### src/rtl/snn_syn_pkg.sv
// snn_syn_pkg: shared state encoding, lane-count derivation and configuration check
package snn_syn_pkg;
  localparam logic [2:0] S_IDLE = 3'd0, S_RD = 3'd1, S_CAP = 3'd2, S_WR = 3'd3, S_RSP = 3'd4;
  typedef enum logic [2:0] {IDLE = S_IDLE, RD = S_RD, CAP = S_CAP, WR = S_WR, RSP = S_RSP} state_t;
  function automatic int nsyn(input int dw, input int wb);
    return dw / wb;
  endfunction
  function automatic bit cfg_ok(input int dw, input int wb);
    return wb > 0 && dw % wb == 0;
  endfunction
endpackage

### src/rtl/syn_sat_add.sv
// syn_sat_add: unsigned weight plus signed delta, saturated to [0, 2^W_BITS-1]
module syn_sat_add #(
  parameter int W_BITS = 4
) (
  input  logic [W_BITS-1:0] w,
  input  logic [W_BITS-1:0] d,
  output logic [W_BITS-1:0] q
);
  logic signed [W_BITS+1:0] s;
  assign s = $signed({2'b00, w}) + $signed({{2{d[W_BITS-1]}}, d});
  always_comb q = s[W_BITS+1] ? '0 : s[W_BITS] ? '1 : s[W_BITS-1:0];
endmodule

### src/rtl/synaptic_rmw_ctrl.sv
// synaptic_rmw_ctrl: read / read-modify-write controller for a synaptic weight SRAM
module synaptic_rmw_ctrl
  import snn_syn_pkg::*;
#(
  parameter int ADDR_WIDTH = 8,
  parameter int DATA_WIDTH = 32,
  parameter int W_BITS     = 4
) (
  input  logic                  CK,
  input  logic                  RST,
  input  logic                  REQ_VALID,
  output logic                  REQ_READY,
  input  logic                  REQ_WR,
  input  logic [ADDR_WIDTH-1:0] REQ_ADDR,
  input  logic [DATA_WIDTH-1:0] REQ_DELTA,
  output logic                  RSP_VALID,
  output logic [DATA_WIDTH-1:0] RSP_DATA,
  output logic                  SRAM_CS,
  output logic                  SRAM_WE,
  output logic [ADDR_WIDTH-1:0] SRAM_A,
  output logic [DATA_WIDTH-1:0] SRAM_D,
  input  logic [DATA_WIDTH-1:0] SRAM_Q,
  output logic                  BUSY
);
  localparam int NSYN = nsyn(DATA_WIDTH, W_BITS);
  if (!cfg_ok(DATA_WIDTH, W_BITS)) begin : g_cfg_err
    $error("DATA_WIDTH must be a multiple of W_BITS");
  end
  state_t                state, nxt;
  logic [ADDR_WIDTH-1:0] addr_q;
  logic                  wr_q;
  logic [DATA_WIDTH-1:0] delta_q, new_q, rsp_q, sum;
  for (genvar i = 0; i < NSYN; i++) begin : g_lane
    syn_sat_add #(.W_BITS(W_BITS)) u_lane (
      .w(SRAM_Q[i*W_BITS +: W_BITS]),
      .d(delta_q[i*W_BITS +: W_BITS]),
      .q(sum[i*W_BITS +: W_BITS])
    );
  end
  always_comb begin
    nxt = state;
    unique case (state)
      IDLE:    nxt = REQ_VALID ? RD : IDLE;
      RD:      nxt = CAP;
      CAP:     nxt = wr_q ? WR : RSP;
      WR:      nxt = RSP;
      default: nxt = IDLE;
    endcase
  end
  // Response data is loaded on the edge entering RSP so it holds between strobes.
  always_ff @(posedge CK) begin
    if (RST) begin
      state   <= IDLE;
      addr_q  <= '0;
      wr_q    <= 1'b0;
      delta_q <= '0;
      new_q   <= '0;
      rsp_q   <= '0;
    end else begin
      state <= nxt;
      if (state == IDLE && REQ_VALID) begin
        addr_q  <= REQ_ADDR;
        wr_q    <= REQ_WR;
        delta_q <= REQ_DELTA;
      end
      if (state == CAP) begin
        new_q <= sum;
        if (!wr_q) rsp_q <= SRAM_Q;
      end
      if (state == WR) rsp_q <= new_q;
    end
  end
  assign REQ_READY = state == IDLE && !RST;
  assign BUSY      = state != IDLE && !RST;
  assign RSP_VALID = state == RSP && !RST;
  assign RSP_DATA  = rsp_q;
  assign SRAM_CS   = (state == RD || state == WR) && !RST;
  assign SRAM_WE   = state == WR && !RST;
  assign SRAM_A    = addr_q;
  assign SRAM_D    = new_q;
endmodule

### config.mk
export PLATFORM = sky130hd
export DESIGN_NAME = synaptic_rmw_ctrl
export DESIGN_NICKNAME = d
export VERILOG_FILES = /design/src/rtl/snn_syn_pkg.sv /design/src/rtl/syn_sat_add.sv /design/src/rtl/synaptic_rmw_ctrl.sv
export SDC_FILE = /design/constraint.sdc
export NUM_CORES = 1
export LEC_CHECK = 0
export CAP_MARGIN = 20
export CORE_UTILIZATION = 49
export CTS_CLUSTER_DIAMETER = 30
export DETAILED_ROUTE_END_ITERATION = 8
export PLACE_DENSITY = 0.79
export SLEW_MARGIN = 15
export SYNTH_ARGS = -nofsm -noshare
export SYNTH_HDL_FRONTEND = slang
export SYNTH_SLANG_ARGS = --single-unit
### constraint.sdc
create_clock -name CK -period 2.2 [get_ports CK]
set_input_delay 0.44 -clock CK [delete_from_list [all_inputs] [get_ports CK]]
set_output_delay 0.44 -clock CK [all_outputs]
set_load 0.01 [all_outputs]
==> key figures <==
Outcome
  – Status: complete, no violations

Global routing
  – Largest net degree at the start of global routing: 71
  – Total congestion overflow: 0
  – Initial antenna violation count: 0
  – Vias in the first global route: 5776
  – Global-route wire length before repair: 26.8 mm
  – Gr usage total: 0.265

Clocking
  – Clock latency on the worst-skew pair: 0.34 ns
  – # hold bufs at CTS: 0
  – H-Tree Depth: 3
  – Clock Sinks: 108
  – Root buf cell: clkbuf_16
  – Inserted Clock Buffers: 9
  – CTS tree: done
  – Post-CTS Setup Inserts: 0
  – Clock-pin slew on the worst setup and hold paths: 0.07 ns
  – Longest Clk Path Bufs: 2

STA
  – Slack of the critical path: 0.0560 ns
  – Worst-margin pin slew: 0.758 ns
  – Relative slew slack: 0.495
  – Max-slew violations: 0
  – Final Cycle Share: 0.975
  – Final min period: 2.14 ns
  – Hold Vio Cnt, Final: 0
  – Worst hold slack: 0.450 ns
  – Setup-failing EPs final: 0
  – F_max: 466 MHz
  – Clock Skew: 0.00416 ns
  – RSZ-0062 raised after global routing: true

Floorplanning
  – Die extent in y: 110 um
  – Rows: 39
  – Chip width: 110 um
  – Total core area: 11400 um2
  – Die Footprint: 12200 um2
  – I/O Pins: 153
  – Initial Util: 0.504

Logic synthesis
  – Cell area after synthesis: 5760 um2
  – Synth warnings: 0
  – Synthesized Nets: 825
  – Seq/Total Area, Yosys: 0.375
  – Yosys reg bits: 108
  – Synth Instances: 701
  – Mapped Avg Cell Area: 8.22 um2
  – Library cells used by synthesis: 33

Final layout
  – Final nets: 994
  – Area grow syn2layout: 40.4%
  – Fillers: 921
  – Post-route cell area: 8090 um2
  – Layout cells sized above 1: 0.0985
  – Ant diodes: 0
  – Post-layout util: 0.708
  – Sequential cell area: 2170 um2
  – Multi-input gate area: 3390 um2

Critical path
  – Setup CP Type: in2reg
  – CP Buf/Inv Count: 2
  – R2R setup slack: 0.33 ns
  – Critical-path cell list: clkdlybuf4s50_1, ha_1, inv_1, fa_1, nand2b_1, a21oi_1, xnor2_1, a221oi_1
  – Largest stage delay, worst path: 0.50 ns
  – Crit-path slowest cell: clkdlybuf4s50_1
  – Critical Path Start Type: input port
  – Critical path arrival: 2.38 ns
  – Worst setup EP type: flip-flop
  – R2R depth: 7
  – Cell family with most CP delay: buffers and inverters
  – CP max FO: 4
  – WP data required: 2.44 ns
  – Worst path depth: 8

Placement
  – Pre-CTS WS: -0.253 ns
  – Port Buf Inserts: 152
  – Gpl congestion: 0.866
  – DP HPWL: 11.8 mm
  – Placed Instance Area: 7710 um2

Drt
  – Residual DRC: 0
  – Detail Route Antenna Nets: 0
  – Final wirelength: 16.5 mm
  – Iter 0 DRT Violations: 274
  – DR pass1 iterations: 5
  – Via density per instance: 5.69
  – Vias: 5779
  – Drt wl/cell: 16.3 um

Power and ir drop
  – Power, Total: 4820 uW
  – Register share of total power: 0.441
  – Combinational Power Share: 0.224
  – Max VDD drop: 0.000361 V
  – Power Density: 596 nW/um2
  – Clk pwr share: 0.335
  – Sw Ratio: 0.271
  – Sw Pwr: 1310 uW
  – Internal power: 3520 uW
  – Static leakage power: 0.00302 uW

Worst hold path
  – Hold Crit Class: reg2reg
  – Hold Path Cell Cnt: 2

Job
  – Max_cap viols: 0
-- metal layers --
metal	routed length (um)	track usage	vias up
li1	-	-	2809
met5	0	0	-
met3	1140	0.0538	29
met1	6930	0.319	2702
met4	312	0.111	0
met2	8130	0.459	239
-- area by class of cell --
type                       instances  area share
sequential                       108       0.268
tap                              143      0.0221
timing repair buffer             201       0.238
clock buffer                      12      0.0317
inverter                          33      0.0153
multi-input combinational        517       0.420
clock inverter                     2     0.00433
-- synth_stat cells (all sizes together) --
master / number / area, um2
o21bai: 7 / 52.6
o221ai: 32 / 280
nor4: 2 / 12.5
a211oi: 10 / 75.1
a21oi: 111 / 556
a31oi: 1 / 6.26
buf: 10 / 51.3
nor3b: 3 / 32.5
fa: 8 / 160
a21o: 2 / 15.0
xnor2: 16 / 140
dfxtp: 108 / 2160
o211a: 7 / 70.1
nand2: 154 / 578
or3b: 2 / 17.5
a221oi: 32 / 287
clkbuf: 33 / 124
nor4b: 1 / 8.76
nand2b: 8 / 50.1
nor2b: 9 / 56.3
ha: 40 / 500
inv: 33 / 124
nor2: 26 / 97.6
nor3: 3 / 15.0
and2: 18 / 113
o21ai: 15 / 75.1
mux2i: 10 / 100
-- path summary, 6_finish.rpt --
path,startpoint,end
setup reg to reg,delta_q[20],SRAM_D[22]
setup / recovery,SRAM_Q[20],SRAM_D[22]
hold / removal,RSP_DATA[25],RSP_DATA[25]
hold reg to reg,RSP_DATA[25],RSP_DATA[25]
-- state kept, by name, summed over array words and instances (netlist names) --
signal    flops
state         3
SRAM_A        8
SRAM_D       32
wr_q          1
RSP_DATA     32
delta_q      32
-- kinds of logic after synthesis --
family,count (synthesis),synth area share
adders and majority gates,48,0.115
DFF,108,0.375
xor gates and xnor gates,16,0.0243
buffers and inverters,76,0.0519
muxes,10,0.0174
AOI/OAI and AO/OA,217,0.246
and+or+nand+nor,226,0.170
-- layout by cell type (no fill, tap or decap), types with 10 or more instances in the layout --
cell type          n
a211oi_1          10
ha_1              40
and2_1            17
buf_4             47
xnor2_1           14
inv_1             32
a221oi_1          24
dfxtp_1          105
nand2_1          154
clkdlybuf4s50_1  150
a21oi_1          109
mux2i_1           10
o221ai_1          32
nor2_1            26
-- power by group through the flow --
stage                     Sequential, uW  Combinational (uW)  Clock (uW)
after floorplan                     2170                 558           0
after global placement              2170                1010           0
after detailed placement            2170                1040           0
after CTS                           2130                1050        1640
after global routing                2140                1180        1730
final                               2130                1080        1620
-- worst min-delay path, delay by kind of cell (launching register included) --
kind / cells / cell delay, ns
compound gates: 1 / 0.05
flops: 1 / 0.31
simple gates: 1 / 0.05
-- what timing repair did --
item	4_1_cts	5_1_grt
resized for setup	4	15
gates cloned	0	0
pin swaps	0	5
endpoints found under the setup margin	4	14
-- stage by stage --
step | cells | setup TNS (ns)
2_1_floorplan | 701 | 0
3_3_place_gp | 1002 | -3.33
3_5_place_dp | 1002 | -5.97
4_1_cts | 1016 | 0
5_1_grt | 1016 | -0.159
6_report | 1016 | 0
No activity file was read; power rests on OpenSTA's default activity.
